## src/rtl/i2c_target.sv

```systemverilog
// I2C target exposing a byte-addressed register map: pointer write, burst write
// with one-cycle strobes, and burst read from a combinational register source.
`timescale 1ns/1ps
module i2c_target #(
    parameter logic [6:0] DEV_ADDR = 7'h42
) (
    input  logic       clk,
    input  logic       rst_n,
    input  logic       scl,
    input  logic       sda_in,
    output logic       sda_oe,
    output logic [7:0] reg_addr,
    input  logic [7:0] reg_data,
    output logic [7:0] wr_addr,
    output logic [7:0] wr_data,
    output logic       wr_strobe,
    output logic       busy
);
    // state     | meaning
    // IDLE      | not addressed; wait for START
    // ADDR      | shifting in 7-bit address + R/W
    // ADDR_ACK  | driving ACK for our address
    // PTR       | shifting in register pointer
    // PTR_ACK   | driving ACK for pointer byte
    // WDATA     | shifting in a write data byte
    // WDATA_ACK | driving ACK for a write data byte
    // RDATA     | shifting a read byte out
    // RACK      | controller ACK/NACK for the read byte
    typedef enum logic [3:0] {
        IDLE, ADDR, ADDR_ACK, PTR, PTR_ACK, WDATA, WDATA_ACK, RDATA, RACK
    } state_t;

    state_t     state;
    logic       scl_s1, scl_s2, scl_h;
    logic       sda_s1, sda_s2, sda_h;
    logic [3:0] cnt;
    logic [7:0] sr;
    logic [7:0] tx;
    logic [7:0] ptr;
    logic       rw;

    logic scl_rise, scl_fall, start_ev, stop_ev;
    assign scl_rise = scl_s2 & ~scl_h;
    assign scl_fall = ~scl_s2 & scl_h;
    assign start_ev = scl_s2 & scl_h & sda_h & ~sda_s2;
    assign stop_ev  = scl_s2 & scl_h & ~sda_h & sda_s2;
    assign reg_addr = ptr;

    // Synchronizers reset to the idle-bus level so release does not fake an edge.
    always_ff @(posedge clk or negedge rst_n) begin
        if (!rst_n) begin
            {scl_s1, scl_s2, scl_h} <= 3'b111;
            {sda_s1, sda_s2, sda_h} <= 3'b111;
        end else begin
            {scl_s1, scl_s2, scl_h} <= {scl, scl_s1, scl_s2};
            {sda_s1, sda_s2, sda_h} <= {sda_in, sda_s1, sda_s2};
        end
    end

    always_ff @(posedge clk or negedge rst_n) begin
        if (!rst_n) begin
            state     <= IDLE;
            cnt       <= '0;
            sr        <= '0;
            tx        <= '0;
            ptr       <= '0;
            rw        <= 1'b0;
            sda_oe    <= 1'b0;
            wr_addr   <= '0;
            wr_data   <= '0;
            wr_strobe <= 1'b0;
            busy      <= 1'b0;
        end else begin
            wr_strobe <= 1'b0;
            if (start_ev) begin
                state  <= ADDR;
                cnt    <= '0;
                busy   <= 1'b1;
                sda_oe <= 1'b0;
            end else if (stop_ev) begin
                state  <= IDLE;
                busy   <= 1'b0;
                sda_oe <= 1'b0;
            end else begin
                case (state)
                    IDLE: ;
                    ADDR, PTR, WDATA: begin
                        if (scl_rise) begin
                            sr  <= {sr[6:0], sda_s2};
                            cnt <= cnt + 4'd1;
                        end else if (scl_fall && cnt == 4'd8) begin
                            if (state == ADDR) begin
                                if (sr[7:1] == DEV_ADDR) begin
                                    rw     <= sr[0];
                                    sda_oe <= 1'b1;
                                    state  <= ADDR_ACK;
                                end else begin
                                    state <= IDLE;
                                end
                            end else if (state == PTR) begin
                                ptr    <= sr;
                                sda_oe <= 1'b1;
                                state  <= PTR_ACK;
                            end else begin
                                wr_addr   <= ptr;
                                wr_data   <= sr;
                                wr_strobe <= 1'b1;
                                ptr       <= ptr + 8'd1;
                                sda_oe    <= 1'b1;
                                state     <= WDATA_ACK;
                            end
                        end
                    end
                    ADDR_ACK, PTR_ACK, WDATA_ACK: begin
                        if (scl_fall) begin
                            if (state == ADDR_ACK && rw) begin
                                tx     <= {reg_data[6:0], 1'b0};
                                sda_oe <= ~reg_data[7];
                                cnt    <= 4'd1;
                                state  <= RDATA;
                            end else begin
                                sda_oe <= 1'b0;
                                cnt    <= '0;
                                state  <= (state == ADDR_ACK) ? PTR : WDATA;
                            end
                        end
                    end
                    RDATA: begin
                        if (scl_fall) begin
                            if (cnt == 4'd8) begin
                                sda_oe <= 1'b0;
                                state  <= RACK;
                            end else begin
                                sda_oe <= ~tx[7];
                                tx     <= {tx[6:0], 1'b0};
                                cnt    <= cnt + 4'd1;
                            end
                        end
                    end
                    RACK: begin
                        // Every byte sent advances the pointer, NACKed or not.
                        if (scl_rise) begin
                            ptr <= ptr + 8'd1;
                            if (sda_s2) state <= IDLE;
                        end else if (scl_fall) begin
                            tx     <= {reg_data[6:0], 1'b0};
                            sda_oe <= ~reg_data[7];
                            cnt    <= 4'd1;
                            state  <= RDATA;
                        end
                    end
                    default: state <= IDLE;
                endcase
            end
        end
    end
endmodule

```

## config.mk

```make
export PLATFORM = sky130hd
export DESIGN_NAME = i2c_target
export DESIGN_NICKNAME = d
export VERILOG_FILES = /design/src/rtl/i2c_target.sv
export SDC_FILE = /design/constraint.sdc
export NUM_CORES = 1
export LEC_CHECK = 0
export ABC_AREA = 0
export ABC_CLOCK_PERIOD_IN_PS = 2000
export BUFFER_PORTS_ARGS = -buffer_cell sky130_fd_sc_hd__buf_2
export CORE_MARGIN = 5
export CORE_UTILIZATION = 40
export CTS_BUF_LIST = sky130_fd_sc_hd__clkbuf_2 sky130_fd_sc_hd__clkbuf_4 sky130_fd_sc_hd__clkbuf_8
export DETAILED_ROUTE_END_ITERATION = 8
export GPL_TIMING_DRIVEN = 0
export SLEW_MARGIN = 20
export SYNTH_ARGS = -nofsm -noshare
export SYNTH_HDL_FRONTEND = slang
export SYNTH_SLANG_ARGS = --single-unit
```

## constraint.sdc

```tcl
create_clock -name clk -period 2 [get_ports clk]
set_input_delay 0 -clock clk [delete_from_list [all_inputs] [get_ports clk]]
set_output_delay 0 -clock clk [all_outputs]
set_load 0.02 [all_outputs]
```

; ---- Word level (Yosys, flattened, before mapping)
; Index checks and enable logic that the tools add are counted.
[word_totals]
regBits = 58
in_bits = 12
output_inout_bits = 27
word_cells = 154
[classes]
add_sub_neg = 2
n_eq_ne = 38
mux = 61
bitwise_logic = 18
n_reduce_logical = 18
[ops]
columns = operator, n
row1 = $mux W8, 11
row2 = $mux W4, 19
row3 = $ne A4 B4 Y1 const B, 7
row4 = $pmux W8 S3, 1
row5 = $reduce_and A8 Y1, 3
row6 = $mux W1, 22
row7 = $ne A2 B2 Y1 const B, 11
row8 = $ne A3 B3 Y1 const B, 7
row9 = $reduce_and A7 Y1, 3
row10 = $pmux W4 S5, 1
row11 = $eq A4 B3 Y1 const B, 4
row12 = $pmux W4 S4, 1
row13 = $pmux W8 S2, 1
row14 = $ne A5 B5 Y1 const B, 3
row15 = $not A1 Y1, 11
row16 = $reduce_and A9 Y1, 1
row17 = $add A8 B1 Y8 const B, 1
row18 = $eq A4 B2 Y1 const B, 2
row19 = $eq A4 B4 Y1 const B, 2
row20 = $and A1 B1 Y1, 7
row21 = $eq A7 B7 Y1 const B, 1
row22 = $mux W3, 2
row23 = $reduce_bool A6 Y1, 1
row24 = $reduce_or A3 Y1, 2
row25 = other kinds (10), 13

; ---- Longest topological paths before layout
[logic_depth]
depth_word = 8
ltp_mapped = 9
mapped_depth_nobuf = 8

; ---- Worst setup path before layout
; No wires, ideal clock.
[synth_path]
path_kind = register to register
from = reg scl_h
to = reg wr_addr[2]
setup_ns = 0.125
t_arrival_ns = 1.920
slack_ns = -0.045
path_stages_with_launch = 9
path_buffers = 1
period_less_slack_ns = 2.045
path_cell_list = dfstp_2 > inv_1 > ha_1 > nor2b_1 > nand2_1 > nor4_4 > nand2_4 > buf_6 > mux2_2
[synth_via]
elab_chain_cells = 5
[synth_rtl]
columns = item, line_no
row1 = start: declaration, 34  ; logic scl_s1, scl_s2, scl_h;
row2 = start signal: assignment, 55  ; {scl_s1, scl_s2, scl_h} <= {scl, scl_s1, scl_s2};
row3 = $and A1 B1 Y1, "45, 46"
row4 = $and A1 B1 Y1 (on tied branches) (2 in series), "46, 45"
row5 = $not A1 Y1 (no source line), --
row6 = $reduce_and A7 Y1 (no source line) *, --
row7 = end signal: assignment, 105  ; wr_addr <= ptr;
row8 = end: declaration, 14  ; output logic [7:0] wr_addr,
; Every way passes the cells marked *; elsewhere a longest branch is shown, timed or not.
; A chain may end at the register's enable or synchronous reset.

; ---- Worst setup path after layout
[layout_path]
from = reg scl_h
to = reg wr_addr[0]
; The elaborated chain is that of the path after synthesis.

==> metrics.md <==
| Metric | Value |
|---|---|
| Util after Layout | 57.7% |
| CP arrival | 2290 ps |
| Final Non-Filler Cells | 491 |
| EDFF count, synth | 0 |
| Ys flop type | dfrtp_1 |
| Most frequent CP cell | nand2_4 |
| Die Span X | 96.8 um |
| Worst hold path class | input pin to register |
| Post-route ant nets | 0 |
| Area Overhead vs Synth | 39.8% |
| Final hold slack | 30.6 ps |
| Synth Instances | 290 |
| Critical path cell sequence | buf_6, ha_4, nor2b_4, nand2_4, nor4_4, nand2_4, buf_12, mux2_2 |
| Max Freq | 482 MHz |
| Worst-Skew Late Latency | 340 ps |
| Core ar. | 7290 um2 |
| Initial DRC Count | 118 |
| Leakage Power | 2.05 nW |
| Top cells by area, synth | dfrtp_1, mux2_2, a21oi_1 |
| Final Power | 3.04 mW |
| Via-to-Cell Ratio | 5.22 |
| Nets | 405 |
| Worst Setup Start Kind | register |
| CP max FO | 7 |
| Unrepaired setup endpoints after global routing | yes |
| Mean Syn Cell Area | 10.4 um2 |
| Max VDD drop | 0.421 mV |
| Area leader, netlist | dfrtp_1 |
| FP Rows | 31 |
| Antenna violations before repair | 0 |
| Pwr per Cell Area | 723 nW/um2 |
| Area post-placement | 3340 um2 |
| Worst slew margin | 52.1% |
| CP peak stage delay | 560 ps |
| Final worst path period share | 104% |
| Max-Cap Viols | 0 |
| Share of cells above drive strength 1 | 47.2% |
| Post-route cell area | 4210 um2 |
| Die height | 96.8 um |
| CP Capture Type | register |
| Number of global-route vias before repair | 2,580 |
| Grt ovf | 0 |
| Vias | 2,565 |
| Largest net degree at the start of global routing | 58 |
| Clock Path Buffers | 2 |
| DRC violations left | 0 |
| Fillers | 657 |
| Netlist Area Pre-Place | 3010 um2 |
| Seq/Total Area, Yosys | 47.6% |
| Synth warn | 0 |
| CP Class | register to register |
| CTS Sinks | 57 |
| GRT Resource Usage Total | 15.8% |
| Worst setup margin | -76.7 ps |
| Tmin final | 2080 ps |
| DRT Pass-1 Iters | 5 |
| Final hold violations | 0 |
| IO Port Bufs | 38 |
| Wire length per cell | 15.4 um |
| DIE AREA | 9360 um2 |
| Slew @ Worst Pin | 719 ps |
| Status | complete, but fails checks |
| Critical path's slowest cell | dfstp_2 |
| Starting Density | 41.3% |
| Total CTS buffers | 9 |
| Crit path buf inv count | 2 |
| Gate family responsible for the most delay along the worst path | simple AND/OR/NAND/NOR gates |
| Pre-CTS setup slack | -259 ps |
| Fin. max-slew vios | 0 |
| Clk pin slew, worst setup/hold paths | 60 ps |
| Clk root buf | clkbuf_8 |
| Top cell type's share of synthesized area | 42.4% |
| Failing checks | setup timing |
| Ys async rst share | 100% |
| H-Tree Depth | 3 |
| RePlAce Congestion | 0.833 |
| Antenna Cells | 0 |
| Total Wirelength | 7580 um |
| Yosys cell types | 57 |
| Hpwl dp | 4510 um |
| CTS tree | done |
| Number of synthesized register bits | 57 |
| Post-Route Skew | 12.9 ps |
| Fin Setup TNS | -975 ps |
| Worst Path Required | 2220 ps |
| Dpl cells | 427 |
| First-pass GRT wire length | 12,400 um |
| Synthesized Nets | 308 |
| IO Pins | 39 |
| Setup violators final | 15 |
worst min-delay path, cell delays in order:
cell and delay [ps]:
buf_2 80, nor4_1 40, a21oi_1 110, a311oi_1 100
metal layers:
metal	vias up	wire length [um]	track usage, %
met3	8	401	5.68
met2	62	3890	26.3
met1	1260	3240	19.6
met4	0	58	3.56
met5	-	0	0
li1	1235	-	-
synth_stat cells (2+ instances only):
cell type and number:
nor2_1 25, o211ai_1 4, nor4_1 3, nor2b_1 6, mux2_2 23, dfstp_2 6, mux2i_1 8, nor3_1 2
and2_1 2, buf_2 4, ha_1 6, buf_6 3, nand2b_1 2, o22ai_1 2, dfrtp_1 51, a21oi_1 35
buf_4 3, o21bai_1 3, o21ai_0 17, nand2_1 26, nand3_1 11, and3_1 2, inv_1 8, or4_1 2
nand3b_1 2, a31oi_1 3
state kept, by name, indices dropped and copies added, names as in the netlist, 4 cells and up:
register / count
cnt: 4
reg_addr: 8
wr_data: 8
wr_addr: 8
sr: 8
state: 4
tx: 7
final cells by class:
cell class / count / area (um2) / share of cell area (%)
inverters: 8 / 30.0 / 0.713
clock buffers: 13 / 160 / 3.81
clock inverters: 3 / 42.5 / 1.01
well taps: 99 / 124 / 2.94
multi-input cells: 213 / 1660 / 39.4
flip-flops and latches: 57 / 1440 / 34.1
repair buffers: 86 / 651 / 15.5
plain buffers: 12 / 109 / 2.59
cells in the final DEF (no fill, tap or decap), types with 5 or more instances in the layout:
cell / count
buf_2: 38
buf_4: 35
nand3_1: 10
mux2i_1: 8
a21oi_1: 28
a21oi_2: 7
buf_6: 7
o21ai_0: 11
dfstp_2: 6
clkbuf_8: 11
o21ai_1: 5
mux2_2: 23
dlygate4sd3_1: 10
nand2_1: 23
nor2_1: 21
dfrtp_1: 49
report_power, final:
part / total (mW) / internal (mW) / switching (mW)
Clock: 1.10 / 0.649 / 0.453
Sequential: 1.36 / 1.24 / 0.114
Combinational: 0.581 / 0.309 / 0.272
logic make-up (layout without fill, tap and decap cells):
kind of cell	Yosys count	in the layout	share of synthesized area [%]
AND/OR/NAND/NOR	97	97	17.7
adder cells (fa/ha/maj)	6	6	2.49
multiplexers	31	31	11.3
buffers and inverters	20	122	4.11
AO/OA/AOI/OAI	78	78	16.5
XOR/XNOR	1	1	0.291
flip-flops	57	57	47.6
repair_timing:
item | 4_1_cts | 5_1_grt
hold buffers | 10 | 0
setup buffers | 22 | 14
gates resized for setup | 21 | 45
gates cloned | 2 | 0
hold endpoints to repair | 60 | 0
pin swaps | 15 | 28
endpoints found under the setup margin | 43 | 47
path summary, 6_finish.rpt:
| check | slack (ps) | from | end | depth (start not counted) |
|---|---|---|---|---|
| min | 30 | reg_data[7] | sda_oe$_DFFE_PN0P_ | 4 |
| max in group asynchronous | 1210 | rst_n | sr[5]$_DFFE_PN0P_ | 2 |
| min in group asynchronous | 270 | rst_n | cnt[3]$_DFFE_PN0P_ | 2 |
| max | -80 | scl_h$_DFF_PN1_ | wr_addr[0]$_DFFE_PN0P_ | 8 |
| max reg2reg | -80 | scl_h$_DFF_PN1_ | wr_addr[0]$_DFFE_PN0P_ | 8 |
| min reg2reg | 350 | sda_s1$_DFF_PN1_ | sda_s2$_DFF_PN1_ | 0 |
Note: power is estimated with default switching activity, not from simulation.
